===== src/rtl/mult_arbiter.sv =====
// Four-requester arbiter feeding one shared Q.7 multiplier; results return in acceptance order with a requester tag.
// Build option: define MULT_ARBITER_FIXED_PRIO_EN for fixed priority (requester 0 highest); default is round-robin.
module mult_arbiter #(
    parameter int WIDTH    = 16,
    parameter int MULT_LAT = 0
) (
    input  logic               clk,
    input  logic               rst,
    input  logic               en,
    input  logic [3:0]         req_valid,
    input  logic [4*WIDTH-1:0] req_a,
    input  logic [4*WIDTH-1:0] req_b,
    output logic [3:0]         req_ready,
    output logic [WIDTH-1:0]   mult_a,
    output logic [WIDTH-1:0]   mult_b,
    input  logic [WIDTH-1:0]   mult_p,
    output logic               rsp_valid,
    output logic [1:0]         rsp_id,
    output logic [WIDTH-1:0]   rsp_p,
    output logic               busy
);
    localparam int NUM_REQ = 4;
    localparam int STAGES  = 1 + MULT_LAT;

    logic [1:0] win_idx;
    logic       win_found;
    logic       accept;

`ifdef MULT_ARBITER_FIXED_PRIO_EN
    // Descending scan so the lowest valid index is the last (and final) writer.
    always_comb begin
        win_idx   = 2'd0;
        win_found = 1'b0;
        for (int k = NUM_REQ - 1; k >= 0; k--) begin
            if (req_valid[k]) begin
                win_idx   = 2'(k);
                win_found = 1'b1;
            end
        end
    end
`else
    logic [1:0] rr_ptr_q;
    logic [1:0] rr_ptr_d;
    logic [1:0] cand;

    always_comb begin
        win_idx   = 2'd0;
        win_found = 1'b0;
        cand      = rr_ptr_q;
        for (int k = 0; k < NUM_REQ; k++) begin
            cand = rr_ptr_q + 2'(k);
            if (!win_found && req_valid[cand]) begin
                win_idx   = cand;
                win_found = 1'b1;
            end
        end
    end

    // 2-bit add wraps 3 back to 0 for free.
    assign rr_ptr_d = accept ? (win_idx + 2'd1) : rr_ptr_q;

    always_ff @(posedge clk) begin
        if (rst) rr_ptr_q <= 2'd0;
        else     rr_ptr_q <= rr_ptr_d;
    end
`endif

    assign accept    = en && !rst && win_found;
    assign req_ready = accept ? (4'b0001 << win_idx) : 4'b0000;

    logic [WIDTH-1:0] mult_a_q;
    logic [WIDTH-1:0] mult_a_d;
    logic [WIDTH-1:0] mult_b_q;
    logic [WIDTH-1:0] mult_b_d;

    always_comb begin
        mult_a_d = mult_a_q;
        mult_b_d = mult_b_q;
        if (accept) begin
            mult_a_d = req_a[win_idx*WIDTH +: WIDTH];
            mult_b_d = req_b[win_idx*WIDTH +: WIDTH];
        end
    end

    always_ff @(posedge clk) begin
        if (rst) begin
            mult_a_q <= '0;
            mult_b_q <= '0;
        end else begin
            mult_a_q <= mult_a_d;
            mult_b_q <= mult_b_d;
        end
    end

    assign mult_a = mult_a_q;
    assign mult_b = mult_b_q;

    // Tag stage 0 lines up with the operand register; the last stage with mult_p.
    logic [STAGES-1:0]      tag_vld_q;
    logic [STAGES-1:0][1:0] tag_id_q;

    always_ff @(posedge clk) begin
        if (rst) begin
            tag_vld_q <= '0;
            tag_id_q  <= '0;
        end else begin
            tag_vld_q[0] <= accept;
            tag_id_q[0]  <= win_idx;
            for (int s = 1; s < STAGES; s++) begin
                tag_vld_q[s] <= tag_vld_q[s-1];
                tag_id_q[s]  <= tag_id_q[s-1];
            end
        end
    end

    logic             rsp_valid_q;
    logic [1:0]       rsp_id_q;
    logic [WIDTH-1:0] rsp_p_q;

    always_ff @(posedge clk) begin
        if (rst) begin
            rsp_valid_q <= 1'b0;
            rsp_id_q    <= 2'd0;
            rsp_p_q     <= '0;
        end else begin
            rsp_valid_q <= tag_vld_q[STAGES-1];
            if (tag_vld_q[STAGES-1]) begin
                rsp_id_q <= tag_id_q[STAGES-1];
                rsp_p_q  <= mult_p;
            end
        end
    end

    assign rsp_valid = rsp_valid_q;
    assign rsp_id    = rsp_id_q;
    assign rsp_p     = rsp_p_q;
    assign busy      = (|tag_vld_q) || rsp_valid_q;

endmodule

===== config.mk =====
export PLATFORM = sky130hd
export DESIGN_NAME = mult_arbiter
export DESIGN_NICKNAME = d
export VERILOG_FILES = /design/src/rtl/mult_arbiter.sv
export SDC_FILE = /design/constraint.sdc
export NUM_CORES = 1
export LEC_CHECK = 0
export BUFFER_PORTS_ARGS = -buffer_cell sky130_fd_sc_hd__buf_4
export CORE_AREA = 2 2 101 103
export CTS_BUF_LIST = sky130_fd_sc_hd__clkbuf_2
export DETAILED_ROUTE_END_ITERATION = 10
export DIE_AREA = 0 0 103 105
export MAX_ROUTING_LAYER = met4
export PLACE_DENSITY = 0.66
export SLEW_MARGIN = 25
export SYNTH_ARGS = -nofsm -noshare
export SYNTH_HDL_FRONTEND = slang
export SYNTH_SLANG_ARGS = --single-unit

===== constraint.sdc =====
create_clock -name clk -period 1.65 [get_ports clk]
set_input_delay 0.165 -clock clk [delete_from_list [all_inputs] [get_ports clk]]
set_output_delay 0.165 -clock clk [all_outputs]
set_load 0.01 [all_outputs]

==> results of run 1 <==
==> Yosys cell counts, drive strengths merged, types with 2 or more instances <==
cell type  count
a211oi         2
dfxtp         56
a21oi          3
clkbuf         4
nor2b          2
nand2b         2
buf           19
nor2          29
nand2         34
o221ai        32
mux2i         83
inv            2
==> cells in the final DEF (no fill, tap or decap), types with 2 or more instances in the layout <==
cell,count
sky130_fd_sc_hd__dlygate4sd3_1,126
sky130_fd_sc_hd__buf_6,8
sky130_fd_sc_hd__mux2i_4,7
sky130_fd_sc_hd__dfxtp_1,54
sky130_fd_sc_hd__buf_12,8
sky130_fd_sc_hd__o221ai_1,14
sky130_fd_sc_hd__nor2_2,4
sky130_fd_sc_hd__nand2b_4,2
sky130_fd_sc_hd__buf_16,2
sky130_fd_sc_hd__mux2i_1,60
sky130_fd_sc_hd__buf_4,222
sky130_fd_sc_hd__a211oi_1,2
sky130_fd_sc_hd__nor2_1,24
sky130_fd_sc_hd__nand2_1,33
sky130_fd_sc_hd__o221ai_2,18
sky130_fd_sc_hd__mux2i_2,16
sky130_fd_sc_hd__clkbuf_2,5
sky130_fd_sc_hd__buf_8,2
sky130_fd_sc_hd__a21oi_1,2
==> critical path, cell delays in order (launching register included) <==
cell                      delay (ns)
sky130_fd_sc_hd__dfxtp_4        0.44
sky130_fd_sc_hd__mux2i_1        0.18
sky130_fd_sc_hd__nor2_1         0.09
sky130_fd_sc_hd__nor3_4         0.14
sky130_fd_sc_hd__buf_6          0.14
sky130_fd_sc_hd__buf_12         0.10
sky130_fd_sc_hd__inv_4          0.04
sky130_fd_sc_hd__nor2_2         0.09
sky130_fd_sc_hd__buf_4          0.14
==> cells by family after synthesis <==
| kind of cell | share of synthesized area [%] |
|---|---|
| AO/OA/AOI/OAI | 15.61 |
| XOR/XNOR | 0.3053 |
| multiplexers | 28.96 |
| flip-flops | 39.08 |
| buffers and inverters | 6.018 |
| AND/OR/NAND/NOR | 10.03 |
==> timing repair <==
| action | CTS | global route |
|---|---|---|
| resized for setup | 45 | 17 |
| pin swaps | 11 | 1 |
| cloned | 3 | 1 |
| endpoints found under the hold margin | 46 | 5 |
| setup buffers | 13 | 2 |
| setup endpoints to repair | 35 | 37 |
| hold buffers | 118 | 8 |
==> layout make-up <==
| class | instances | area, µm² |
|---|---|---|
| repair buffers | 370 | 3321 |
| clock inverters | 3 | 42.54 |
| inverters | 2 | 10.01 |
| fillers | 703 | 3154 |
| multi-input cells | 193 | 1792 |
| clock buffers | 5 | 25.02 |
| diodes | 1 | 2.502 |
| well taps | 133 | 166.4 |
| flip-flops and latches | 56 | 1126 |
==> sequential cells by signal (all words and copies together) (netlist names) <==
signal and count:
rsp_id 2, tag_id_q 2, mult_a 16, rsp_p 16
rsp_valid 1, rr_ptr_q 2, mult_b 16, tag_vld_q 1
==> metrics by stage <==
stage,cells,util [%],hold WS (ns),worst slack (ns),power [mW]
after CTS,753,65.34,0.0001461,-0.2888,3.990
after global routing,762,67.25,-0.002607,-0.4605,4.264
after detailed placement,614,48.72,0.3639,-0.08365,2.816
final,763,67.28,0.03311,-0.2859,4.078
after floorplan,274,-,0.3126,0.02509,2.176
after global placement,614,48.72,0.3665,-0.08179,2.793
==> power groups by stage <==
stage,clock [mW],sequential (mW),combinational [mW]
final,0.706,1.56,1.82
after CTS,0.730,1.55,1.71
after floorplan,0,1.61,0.562
after global routing,0.774,1.57,1.92
after detailed placement,0,1.57,1.24
after global placement,0,1.57,1.22
==> metal layers <==
| metal | vias to the layer above | share of wire [%] | wire [µm] |
|---|---|---|---|
| li1 | 1715 | - | - |
| met1 | 1685 | 38 | 5004 |
| met2 | 176 | 53 | 7064 |
| met3 | 30 | 6.6 | 877 |
| met4 | 0 | 2.6 | 346 |
| met5 | - | 0 | 0 |
==> worst min path at each step <==
stage                           from                       to
after detailed placement         rst     tag_vld_q$_SDFF_PP0_
after global routing       req_a[23]   mult_a[7]$_SDFFE_PP0P_
final                      req_a[10]  mult_a[10]$_SDFFE_PP0P_
after floorplan           mult_p[10]   rsp_p[10]$_SDFFE_PP0P_
after global placement           rst     tag_vld_q$_SDFF_PP0_
after CTS                  req_b[53]   mult_b[5]$_SDFFE_PP0P_
==> run summary, run 1 <==
The run finished, with violations left. The final reports fail on negative setup slack. The combinational share of power is ~45%.

The TritonCTS clock tree is done. The synthesized area is between 2000 and 3000 µm². Net switching is between 30% and 40% of the power. After legalization and detailed placement, the total HPWL measured approximately 7.3 mm.

The power density of the placed cells came out at ~630 nW/µm². The detail route stage leaves a number of antenna-violating nets equal to 0. In this run the worst setup path terminates at req_ready[3]. The global-route met3 utilization came out at between 4 and 5%.

The switching power is about 1.2 mW. No sink is reached through more buffers than the 2 on the longest clock path. The slew at the pin with the worst max-slew slack is roughly 0.36 ns. The post-synthesis area per instance is around 10 µm². The endpoint identified for the worst register-to-register timing path is mult_b[10]$_SDFFE_PP0P_.

After synthesis the netlist holds a flip-flop and latch count of between 50 and 60. The global route total overflow is 0. The per-cell via count in the routed design came out at roughly 4.7. The register-to-register setup slack is -0.21 ns. The number of warnings printed during yosys synthesis is 0. In this run the most used layer during global routing was met2. The register clock-pin slew on the reported worst setup and hold paths is between 0.2 and 0.3 ns. The number of buffers added by the clock tree synthesis step is 5. The area added between synthesis and finish is 126.0%. The final-report setup violation count is 33. The clock latency of the later-clocked register in the worst-skew pair came out at approximately 0.47 ns. The placed instances occupy a cell area of roughly 4700 µm². The dominant cell type by area after synthesis is sky130_fd_sc_hd__dfxtp_1. In the synthesized netlist the dominant register cell turns out to be sky130_fd_sc_hd__dfxtp_1.

The initial core utilization is roughly 30%. Data on the critical path arrives at its endpoint at approximately 1.8 ns. The number of optimization iterations in the first detailed-route pass is 4.

The worst hold path depth came out at 3. The worst setup path is launched from a flip-flop. The global-route wire length before repair is 19.10 mm.

The number of enable flip-flop cells after synthesis is 0. For this block, the initial DRC count from the detailed router was 100. The setup TNS is -2.520 ns. Setup repair after global routing could not meet its margin everywhere. The H-tree was split into 2 levels. The worst slew margin relative to its limit came out at between 70 and 80%. The internal power contribution came out at around 2.9 mW.

Summing all non-filler instances in the final layout gives an area of 6485 µm². In this run, flip-flops and latches consume a little under two fifths of the power. The critical path class is reg -> out. The number of sinks driven by the clock tree is between 50 and 60. At the worst endpoint, the required time is around 1.5 ns. Summed over its instances, the top area cell type makes up between 30% and 40% of the synthesized netlist area. The largest net degree at the start of global routing is 25. The area of the core came out at 9639 µm². The CTS root buffer is sky130_fd_sc_hd__clkbuf_2.

The tightest min-delay check is of the in -> reg type. For this run, design rule violations remaining after detail routing come to 0. The worst register-to-register path begins at rr_ptr_q[1]$_SDFFE_PP0P_. The maximum resistive drop on vdd is around 0.00038 V. The via count of the first global-routing pass is between 3000 and 4000.

The post-layout worst setup margin came out at -0.2859 ns. The total vias in the final route is between 3000 and 4000. The routed design has between 10 and 15 mm of wire. The number of library cell types mapped by synthesis came out at 26. The routed wirelength normalized by instance count is ~17 µm. The number of input and output port buffers inserted came out at about 210. The number of antenna violations at the first check in global routing came to 0. The number of primary I/O pins is 207. Per report_power, the clock group accounts for approximately 17% of the total. The sequential share of the synthesized area is between 30% and 40%. The reported leakage power is between 2 and 3 nW. The share of flip-flops with an asynchronous set or reset after synthesis is 0%. The setup skew after layout came out at roughly 0.044 ns. The count of final max-slew check failures was 0. The number of max-cap violations came out at 0. The height of the die is 105 µm. For the worst flop-to-flop path, the logic depth is 8. The critical path starts at rr_ptr_q[1]$_SDFFE_PP0P_. The routability congestion estimate from global placement came out at between 0.8 and 0.9. STA classifies the critical path endpoint as an output pin. The cell count after synthesis came out at approximately 270. The highest achievable clock rate came out at 0.5166 GHz. The number of hold violations in the final report was 0. The synthesized net count came out at ~430.

The biggest fanout along the worst timing path came out at 6. The share of the cycle needed by the critical path after routing is 117.3%. For this run, global-route usage on met2 was measured as between 40% and 50%. The global-route track usage on met1 is around a quarter. The layout cell share with drive strength beyond 1 came out at around 50%. The floorplan step set the die width to between 100 and 150 µm.

The final critical delay including setup and external delays came out at 1.936 ns. The overall die area is between 10000 and 15000 µm². By area the synthesized netlist is led by sky130_fd_sc_hd__dfxtp_1 (39%), sky130_fd_sc_hd__mux2i_1 (29%), sky130_fd_sc_hd__o221ai_2 (8.9%). The total track usage came out at between 20% and 30%. The cell row count came out at 36.

In the final design database the tool counted ~780 nets.
(Power assumes the default switching activity.)
==> run 2: changes to the inputs <==
--- a/config.mk
+++ b/config.mk
@@ -12,6 +12,7 @@
 export DIE_AREA = 0 0 103 105
 export MAX_ROUTING_LAYER = met4
 export PLACE_DENSITY = 0.66
+export SKIP_LAST_GASP = 1
 export SLEW_MARGIN = 25
 export SYNTH_ARGS = -nofsm -noshare
 export SYNTH_HDL_FRONTEND = slang
==> run 2 against run 1 <==
Effect of this change:
- the run still ends with negative setup slack left
- critical endpoint unchanged
- largest power group unchanged
- combinational power hardly changed
- critical path type unchanged
- cell area fell by 1.3%
- setup slack got worse by 0.038 ns
- routed wire length down 2.6%
==> run summary, run 2 (synthesis results as in run 1) <==
The worst setup path is launched from a flip-flop. The critical path class is reg -> out. The worst flop-to-flop path startpoint is rr_ptr_q[1]$_SDFFE_PP0P_. The data arrival time of the critical path came out at between 1.5 and 2 ns. The reported leakage power is 2.893 nW.

Counting instances, the worst hold path has a depth of 3. The startpoint identified for the worst hold timing path is req_a[10]. In this run the number of H-tree levels came out at 2. The largest buffer count on any clock path came out at 2.

The first global-routing pass estimated 18.60 mm of wire. After clock tree synthesis, the clock-pin slew on the worst setup and hold paths is 0.27 ns. The clock latency of the later-clocked register in the worst-skew pair came out at ~0.45 ns. The chip width is between 100 and 150 µm. The sum of internal, switching and leakage power is around 4.0 mW. Across all setup checks in the final design, the least slack found is -0.3234 ns. The post-layout net count came out at 774.

The number of hold violations in the final report came out at 0. The run finished, with violations left. The final critical delay including setup and external delays is between 1.5 and 2 ns. The setup skew after layout is 0.03142 ns. The slew at the pin with the worst max-slew slack came out at about 0.38 ns.

The post-placement worst setup slack came out at -0.08365 ns. The routability congestion estimate from global placement is between 0.8 and 0.9. The area of the core is between 9000 and 10000 µm². The overall die area came out at between 10000 and 15000 µm². The sort of element at the end of the critical path is an output pin. The number of max-cap violations is 0. In this run the critical register-to-register path is captured at mult_b[8]$_SDFFE_PP0P_. The worst slew margin relative to its limit is around three quarters. In this run the remaining antenna-violating nets after routing total 0. The violation count after the first detailed-routing iteration is about 110. The checks that failed: negative setup slack. Dividing the detail-routed wire length by the instance count gives between 15 and 20 µm. Once layout is done, the placed cells without fillers occupy 6400 µm². The number of buffers added by the clock tree synthesis step came out at 5.

The initial core utilization is 29.76%. After detailed placement, the total cell area comes to roughly 4700 µm². Leaving out fill and tap cells, the most frequent cell in the layout is sky130_fd_sc_hd__buf_4. The worst hold-check path type is in -> reg. The root buffer cell chosen for the clock tree is sky130_fd_sc_hd__clkbuf_2. The register-to-register setup slack came out at -0.20 ns. On the final layout, the worst hold slack is between 0.04 and 0.05 ns. The via count of the first global-routing pass was 3891. The number of primary I/O pins is about 210. Once layout is complete, the utilization of the core stands at 66.39%. Summed over all layers, the global routing overflow is 0. The worst hold path terminates at mult_a[10]$_SDFFE_PP0P_. IR analysis of the VDD net gives a maximum drop of approximately 0.00047 V. The height of the die is between 100 and 150 µm. The total track usage is 22.53%. The share of the cycle needed by the critical path after routing came out at 119.6%. The highest achievable clock rate is roughly 0.51 GHz. The TritonCTS clock tree is done.

The post-route non-filler standard cell count is about 760. The largest net degree at the start of global routing is 25. The area added between synthesis and finish came out at 123.1%.

After detailed routing, the number of remaining DRC violations is 0. The number of placed instances with taps included is between 600 and 700. Detailed placement finished with a half-perimeter wire length of approximately 7.3 mm. The number of antenna violations at the first check in global routing is 0.

The data required time at the worst endpoint is about 1.5 ns. Counting cells, the worst reg-to-reg path comes to 8. Setup repair after global routing could not meet its margin everywhere. In this run the worst path has a maximum fanout of 6. The final-report setup violation count is 32.

The initialized floorplan defines 36 standard-cell rows. The library cells used most frequently in the layout, excluding fill and tap cells, are sky130_fd_sc_hd__buf_4 (223), sky130_fd_sc_hd__dlygate4sd3_1 (122), sky130_fd_sc_hd__mux2i_1 (62). The pre-antenna-repair detailed-routing pass consisted of 4 iterations.

The total vias in the final route came out at 3590. Setup total negative slack on the finished layout was measured at -2.923 ns. The per-cell via count in the routed design is about 4.7.

The count of final max-slew check failures came out at 0. Cells with a size suffix above 1 make up 48.72% of the layout. The final wirelength came out at between 10 and 15 mm. The number of input and output port buffers inserted came out at ~200. The number of sinks driven by the clock tree is 56.

In this run the power density over the cells is ~630 nW/µm².
==> run 2: cell count changes in the layout (fill, tap and decap cells not counted), sizes merged <==
cell	delta
dlygate4sd3	-4
clkbuf	-1
==> run 2: cell type report <==
cell class | count | area [µm²]
fillers | 707 | 3239
repair buffers | 365 | 3248
inverters | 2 | 10.01
flip-flops and latches | 56 | 1126
multi-input cells | 193 | 1779
diodes | 1 | 2.502
clock buffers | 5 | 25.02
clock inverters | 3 | 42.54
well taps | 133 | 166.4
==> run 2: power breakdown <==
| group | switching, mW | leakage (nW) | internal (mW) |
|---|---|---|---|
| registers | 0.0760 | 0.461 | 1.48 |
| clock network | 0.443 | 0.0390 | 0.253 |
| logic | 0.687 | 2.39 | 1.10 |
| total | 1.21 | 2.89 | 2.83 |
==> run 2: critical path, cell delays in order, from the launching register on <==
cell	delay, ns
sky130_fd_sc_hd__dfxtp_4	0.44
sky130_fd_sc_hd__mux2i_1	0.18
sky130_fd_sc_hd__nor2_1	0.08
sky130_fd_sc_hd__nor3_4	0.14
sky130_fd_sc_hd__buf_6	0.14
sky130_fd_sc_hd__buf_12	0.10
sky130_fd_sc_hd__inv_4	0.03
sky130_fd_sc_hd__nor2_1	0.12
sky130_fd_sc_hd__buf_4	0.15
==> run 2: how the worst max path moves through the flow <==
stage,from,end,cells past startpoint
after floorplan,rr_ptr_q[1]$_SDFFE_PP0P_,mult_a[10]$_SDFFE_PP0P_,8
after global placement,rr_ptr_q[1]$_SDFFE_PP0P_,mult_b[2]$_SDFFE_PP0P_,7
after detailed placement,rr_ptr_q[1]$_SDFFE_PP0P_,mult_a[6]$_SDFFE_PP0P_,7
after CTS,rr_ptr_q[1]$_SDFFE_PP0P_,req_ready[1],8
after global routing,rr_ptr_q[1]$_SDFFE_PP0P_,req_ready[3],8
final,rr_ptr_q[1]$_SDFFE_PP0P_,req_ready[3],8
==> run 2: what timing repair did <==
item | 4_1_cts | 5_1_grt
gates cloned | 3 | 0
pin swaps | 7 | 1
gates resized for setup | 34 | 22
buffers inserted | 13 | 2
endpoints found under the hold margin | 45 | 5
setup endpoints to repair | 35 | 38
hold buffers | 111 | 11
==> run 2: per-layer routing <==
metal	share of wire, %	GRT usage, %
met1	38	25.13
met2	53	39.94
met3	6.8	4.615
met4	1.9	6.485
met5	0	-
